**config.mk**
```make
export PLATFORM = sky130hd
export DESIGN_NAME = truth_table_sweeper
export DESIGN_NICKNAME = d
export VERILOG_FILES = /design/src/rtl/truth_table_sweeper.sv
export SDC_FILE = /design/constraint.sdc
export NUM_CORES = 1
export LEC_CHECK = 0
export BUFFER_PORTS_ARGS = -buffer_cell sky130_fd_sc_hd__buf_2
export CAP_MARGIN = 5
export CORE_MARGIN = 2
export CORE_UTILIZATION = 50
export DETAILED_ROUTE_END_ITERATION = 6
export HOLD_SLACK_MARGIN = 0.12
export PLACE_DENSITY = 0.79
export SLEW_MARGIN = 40
export SYNTH_ARGS = -nofsm -noshare
export SYNTH_HDL_FRONTEND = slang
export SYNTH_SLANG_ARGS = --single-unit
```
**constraint.sdc**
```tcl
create_clock -name clk -period 2 [get_ports clk]
set_input_delay 0.1 -clock clk [delete_from_list [all_inputs] [get_ports clk]]
set_output_delay 0.1 -clock clk [all_outputs]
set_load 0.005 [all_outputs]
```
**src/rtl/truth_table_sweeper.sv**
```systemverilog
// Drives all eight input rows into a 3-input logic block and assembles its 8-bit truth table.
// Optional SWEEP_COMPARE_EN adds an expected-table input with match / first-mismatch-row outputs.
module truth_table_sweeper #(
  parameter int unsigned SETTLE_CYCLES = 2
) (
  input  logic       clk,
  input  logic       rst_n,
  input  logic       start,
  input  logic       dut_out,
`ifdef SWEEP_COMPARE_EN
  input  logic [7:0] expected,
  output logic       match,
  output logic [2:0] mismatch_row,
`endif
  output logic       drv_in1,
  output logic       drv_in2,
  output logic       drv_in3,
  output logic       busy,
  output logic       done,
  output logic       valid,
  output logic [7:0] table_out
);

  localparam logic [0:0] IDLE  = 1'b0;
  localparam logic [0:0] APPLY = 1'b1;
  localparam logic [3:0] SETTLE_LAST = 4'(SETTLE_CYCLES);

  logic [0:0] state_q, state_d;
  logic [2:0] row_q,   row_d;
  logic [3:0] cnt_q,   cnt_d;
  logic [7:0] shift_q, shift_d;
  logic [7:0] table_q, table_d;
  logic       valid_q, valid_d;
  logic       done_q,  done_d;

`ifdef SWEEP_COMPARE_EN
  logic [7:0] expected_q, expected_d;
  logic       match_q,    match_d;
  logic [2:0] mm_row_q,   mm_row_d;
  logic [7:0] diff;
`endif

  always_comb begin
    // NOTE: every variable gets a default first so no path can infer a latch.
    state_d = state_q;
    row_d   = row_q;
    cnt_d   = cnt_q;
    shift_d = shift_q;
    table_d = table_q;
    valid_d = valid_q;
    done_d  = 1'b0;
`ifdef SWEEP_COMPARE_EN
    expected_d = expected_q;
    match_d    = match_q;
    mm_row_d   = mm_row_q;
    diff       = 8'h00;
`endif
    case (state_q)
      IDLE: begin
        if (start) begin
          state_d = APPLY;
          row_d   = 3'd0;
          cnt_d   = 4'd0;
          valid_d = 1'b0;
          shift_d = 8'h00;
`ifdef SWEEP_COMPARE_EN
          expected_d = expected;
          match_d    = 1'b0;
          mm_row_d   = 3'd0;
`endif
        end
      end
      APPLY: begin
        if (cnt_q == SETTLE_LAST) begin
          cnt_d          = 4'd0;
          shift_d[row_q] = dut_out;
          if (row_q == 3'd7) begin
            // Last row captured: publish the table and park the drivers at row 0.
            table_d = shift_d;
            valid_d = 1'b1;
            done_d  = 1'b1;
            state_d = IDLE;
            row_d   = 3'd0;
`ifdef SWEEP_COMPARE_EN
            diff    = shift_d ^ expected_q;
            match_d = (diff == 8'h00);
            for (int i = 7; i >= 0; i--) begin
              if (diff[i]) mm_row_d = 3'(i);
            end
`endif
          end else begin
            row_d = row_q + 3'd1;
          end
        end else begin
          cnt_d = cnt_q + 4'd1;
        end
      end
      default: state_d = IDLE;
    endcase
  end

  // NOTE: the table shift register is reset along with the control state so an
  // aborted sweep never leaves a partial table behind.
  always_ff @(posedge clk or negedge rst_n) begin
    if (!rst_n) begin
      state_q <= IDLE;
      row_q   <= 3'd0;
      cnt_q   <= 4'd0;
      shift_q <= 8'h00;
      table_q <= 8'h00;
      valid_q <= 1'b0;
      done_q  <= 1'b0;
`ifdef SWEEP_COMPARE_EN
      expected_q <= 8'h00;
      match_q    <= 1'b0;
      mm_row_q   <= 3'd0;
`endif
    end else begin
      // NOTE: non-blocking assignments so all state updates see pre-edge values.
      state_q <= state_d;
      row_q   <= row_d;
      cnt_q   <= cnt_d;
      shift_q <= shift_d;
      table_q <= table_d;
      valid_q <= valid_d;
      done_q  <= done_d;
`ifdef SWEEP_COMPARE_EN
      expected_q <= expected_d;
      match_q    <= match_d;
      mm_row_q   <= mm_row_d;
`endif
    end
  end

  assign drv_in1   = row_q[2];
  assign drv_in2   = row_q[1];
  assign drv_in3   = row_q[0];
  assign busy      = (state_q == APPLY);
  assign done      = done_q;
  assign valid     = valid_q;
  assign table_out = table_q;
`ifdef SWEEP_COMPARE_EN
  assign match        = match_q;
  assign mismatch_row = mm_row_q;
`endif

endmodule
```
==> results.toml <==
[worst_setup_path]
r2r_slack_ns = 0.14
cp.required_ns = 2.26
critPathMaxStageDelay_ns = 0.46
endpoint_kind = "flop"
crit_chain = "inv_1 -> ha_1 -> or3b_4 -> or2_0 -> o2bb2ai_2"
cp_max_fo = 8
cp-endpoint = "shift_q[4]"
path_class = "reg -> reg"
cp_slowest_cell = "dfrtp_1"
cp.arrival_ns = 2.11
r2r-end = "shift_q[4]"
startpoint = "cnt_q[0]"
ff2ff_path_depth = 5
reg2reg_from = "cnt_q[0]"
timing.critical_path.from_type = "flop"

[floorplanning]
die_width_um = 54.6
die_area_sq_um = 2990
chipHeight_um = 54.6
core_area_sq_um = 2450
num_io_pins = 18
start_util = 0.522
num_rows = 18

[sta]
setup_viol = 0
fin_skew_ns = 0.00291
slew_viol_final = 0
fin_crit_sh = 0.928
rsz0062_at_grt = "false"
max_freq_mhz = 539
period_minus_slack_ns = 1.86
tns_ns = 0
hold_viol_final = 0
slew_headroom = 0.532
worst_pin_slew_ns = 0.703

[final_layout]
syn_to_final_growth_pct = 11.7
nets = 133
final_cells = 153
diodes = 0
layout-drive-gt1-share = 0.276

[route]
drc = 0
ant_nets = 0
vias_per_cell = 5.80
dr_wl_met3_um = 92
wl_per_cell_um = 15.1
top_layer = "met4"
firstDrtPassIters = 4
routedLengthMet1_um = 1040
vias = 888
wl_met2_um = 1160
initialDrtViolationCount = 7
drt_wl_total_um = 2310

[clock_network]
clock_path_buffers = 2
cts_resized = 0
root_buffer = "clkbuf_4"
cts_tree = "built"
cts_buffers = 3
clock_latency_ns = 0.32
ctsHtreeMaxLevel = 1
cts_num_sinks = 26
path_clk_slew_ns = 0.13

[synthesis]
synth.distinct_cells = 28
yosys_register_bits = 26
syn-mean-instance-area_sq_um = 11.9
synth_area_sq_um = 1280
synth_cells = 108
seq_area_frac_synth = 0.507
yosysWarnings = 0
syn_nets = 117

[pwr]
peakVddDrop_mv = 0.749
leakagePower_nw = 0.631
powerDensity_nw_per_um2 = 1410

[hold_path]
hold_path.class = "in -> reg"

[grt]
grt_use_total = 0.189
grt_max_degree = 27
grt_antenna_before_repair = 0
grt_first_pass_wirelength_um = 3930
gr-total-overflow = 0
first_global_vias = 859

[placement]
placed_cells = 147
hpwl_um = 1630
place.gp.congestion = 0.744
io_buffers = 17

[run]
cap_violations = 0

[status]
status = "finished clean"
==> area by class of cell <==
| cell class | count | area, sq um |
|---|---|---|
| fillers | 211 | 1020 |
| flip-flops and latches | 26 | 651 |
| multi-input cells | 69 | 564 |
| repair buffers | 21 | 133 |
| well taps | 30 | 37.5 |
| clock buffers | 4 | 36.3 |
| inverters | 3 | 11.3 |
==> cells in the final DEF, fill, tap and decap left out, types with 2 or more instances in the layout <==
cell            n
dlygate4sd3_1   2
inv_1           3
and2_1          2
nand3_1         4
nor3b_1         3
clkbuf_4        3
buf_2          17
nand2_1         2
nor2_1          2
ha_1            5
mux2i_1         9
o21ai_0         2
a22o_1          2
o2bb2ai_2       8
nand3b_1        3
a21oi_1        18
dfrtp_1        26
==> logic make-up after synthesis <==
family | count (synthesis) | synth area share
and+or+nand+nor | 22 | 0.112
adders and majority gates | 5 | 0.0488
AOI/OAI and AO/OA | 32 | 0.200
muxes | 10 | 0.0790
buffers and inverters | 13 | 0.0527
DFF | 26 | 0.507
==> timing repair <==
action                                 CTS  global route
hold buffers                             2             0
endpoints found under the hold margin   29             0
buffers inserted                         0             0
==> worst min path at each step <==
stage	from	endpoint	slack [ns]	depth (start not counted)
3_5_place_dp	rst_n	done	0.13	1
4_1_cts	dut_out	shift_q[6]	0.22	3
2_1_floorplan	rst_n	busy	-0.20	0
5_1_grt	dut_out	shift_q[5]	0.24	3
3_3_place_gp	rst_n	done	0.12	1
6_report	dut_out	shift_q[6]	0.22	3
==> sequential cells by signal, indices dropped and copies added, names as in the netlist <==
signal	cells
shift_q	8
table_out	8
cnt_q	4
row_q	3
busy	1
done	1
valid	1
==> synth_stat cells (all sizes together) <==
cell type	count	share of area
dfrtp	26	0.51
a21oi	18	0.070
buf	9	0.041
mux2i	9	0.070
o2bb2ai	8	0.094
ha	5	0.049
nand3	4	0.016
inv	3	0.0088
nand3b	3	0.018
nor3b	3	0.018
a22o	2	0.014
and2	2	0.0098
nand2	2	0.0059
nor2	2	0.0059
o21ai	2	0.0078
a2bb2oi	1	0.0068
a32o	1	0.0078
and4bb	1	0.013
clkbuf	1	0.0029
mux2	1	0.0088
nand4	1	0.0049
nor2b	1	0.0049
nor3	1	0.0039
or2	1	0.0049
or3b	1	0.0088
==> through the flow <==
step,power [W],utilization,worst slack [ns],area (sq um),hold slack [ns]
global route,0.00220,0.584,0.0463,1430,0.237
global placement,0.00172,0.561,0.256,1380,0.123
floorplan,0.00154,-,0.477,1280,-0.196
CTS,0.00205,0.584,0.133,1430,0.217
detailed placement,0.00177,0.561,0.169,1380,0.133
finish,0.00202,0.584,0.144,1430,0.224
==> power by group <==
group / switching, W / internal [W]
logic: 0.000368 / 0.000442
clock network: 0.000153 / 0.000111
registers: 0.000218 / 0.000727
total: 0.000740 / 0.00128
==> worst max-delay path: cells and delay by family, from the launching register on <==
family                     cells  cell delay, ns
AOI/OAI and AO/OA              1            0.21
adders and majority gates      1            0.17
buffers and inverters          1            0.10
DFF                            1            0.46
and+or+nand+nor                2            0.85
==> routing by layer <==
| metal | vias to the layer above | GRT usage |
|---|---|---|
| met1 | 447 | 0.234 |
| li1 | 418 | - |
| met4 | 0 | 0.0625 |
| met3 | 4 | 0.0601 |
| met2 | 19 | 0.312 |
| met5 | - | 0 |
(Power assumes the default switching activity.)
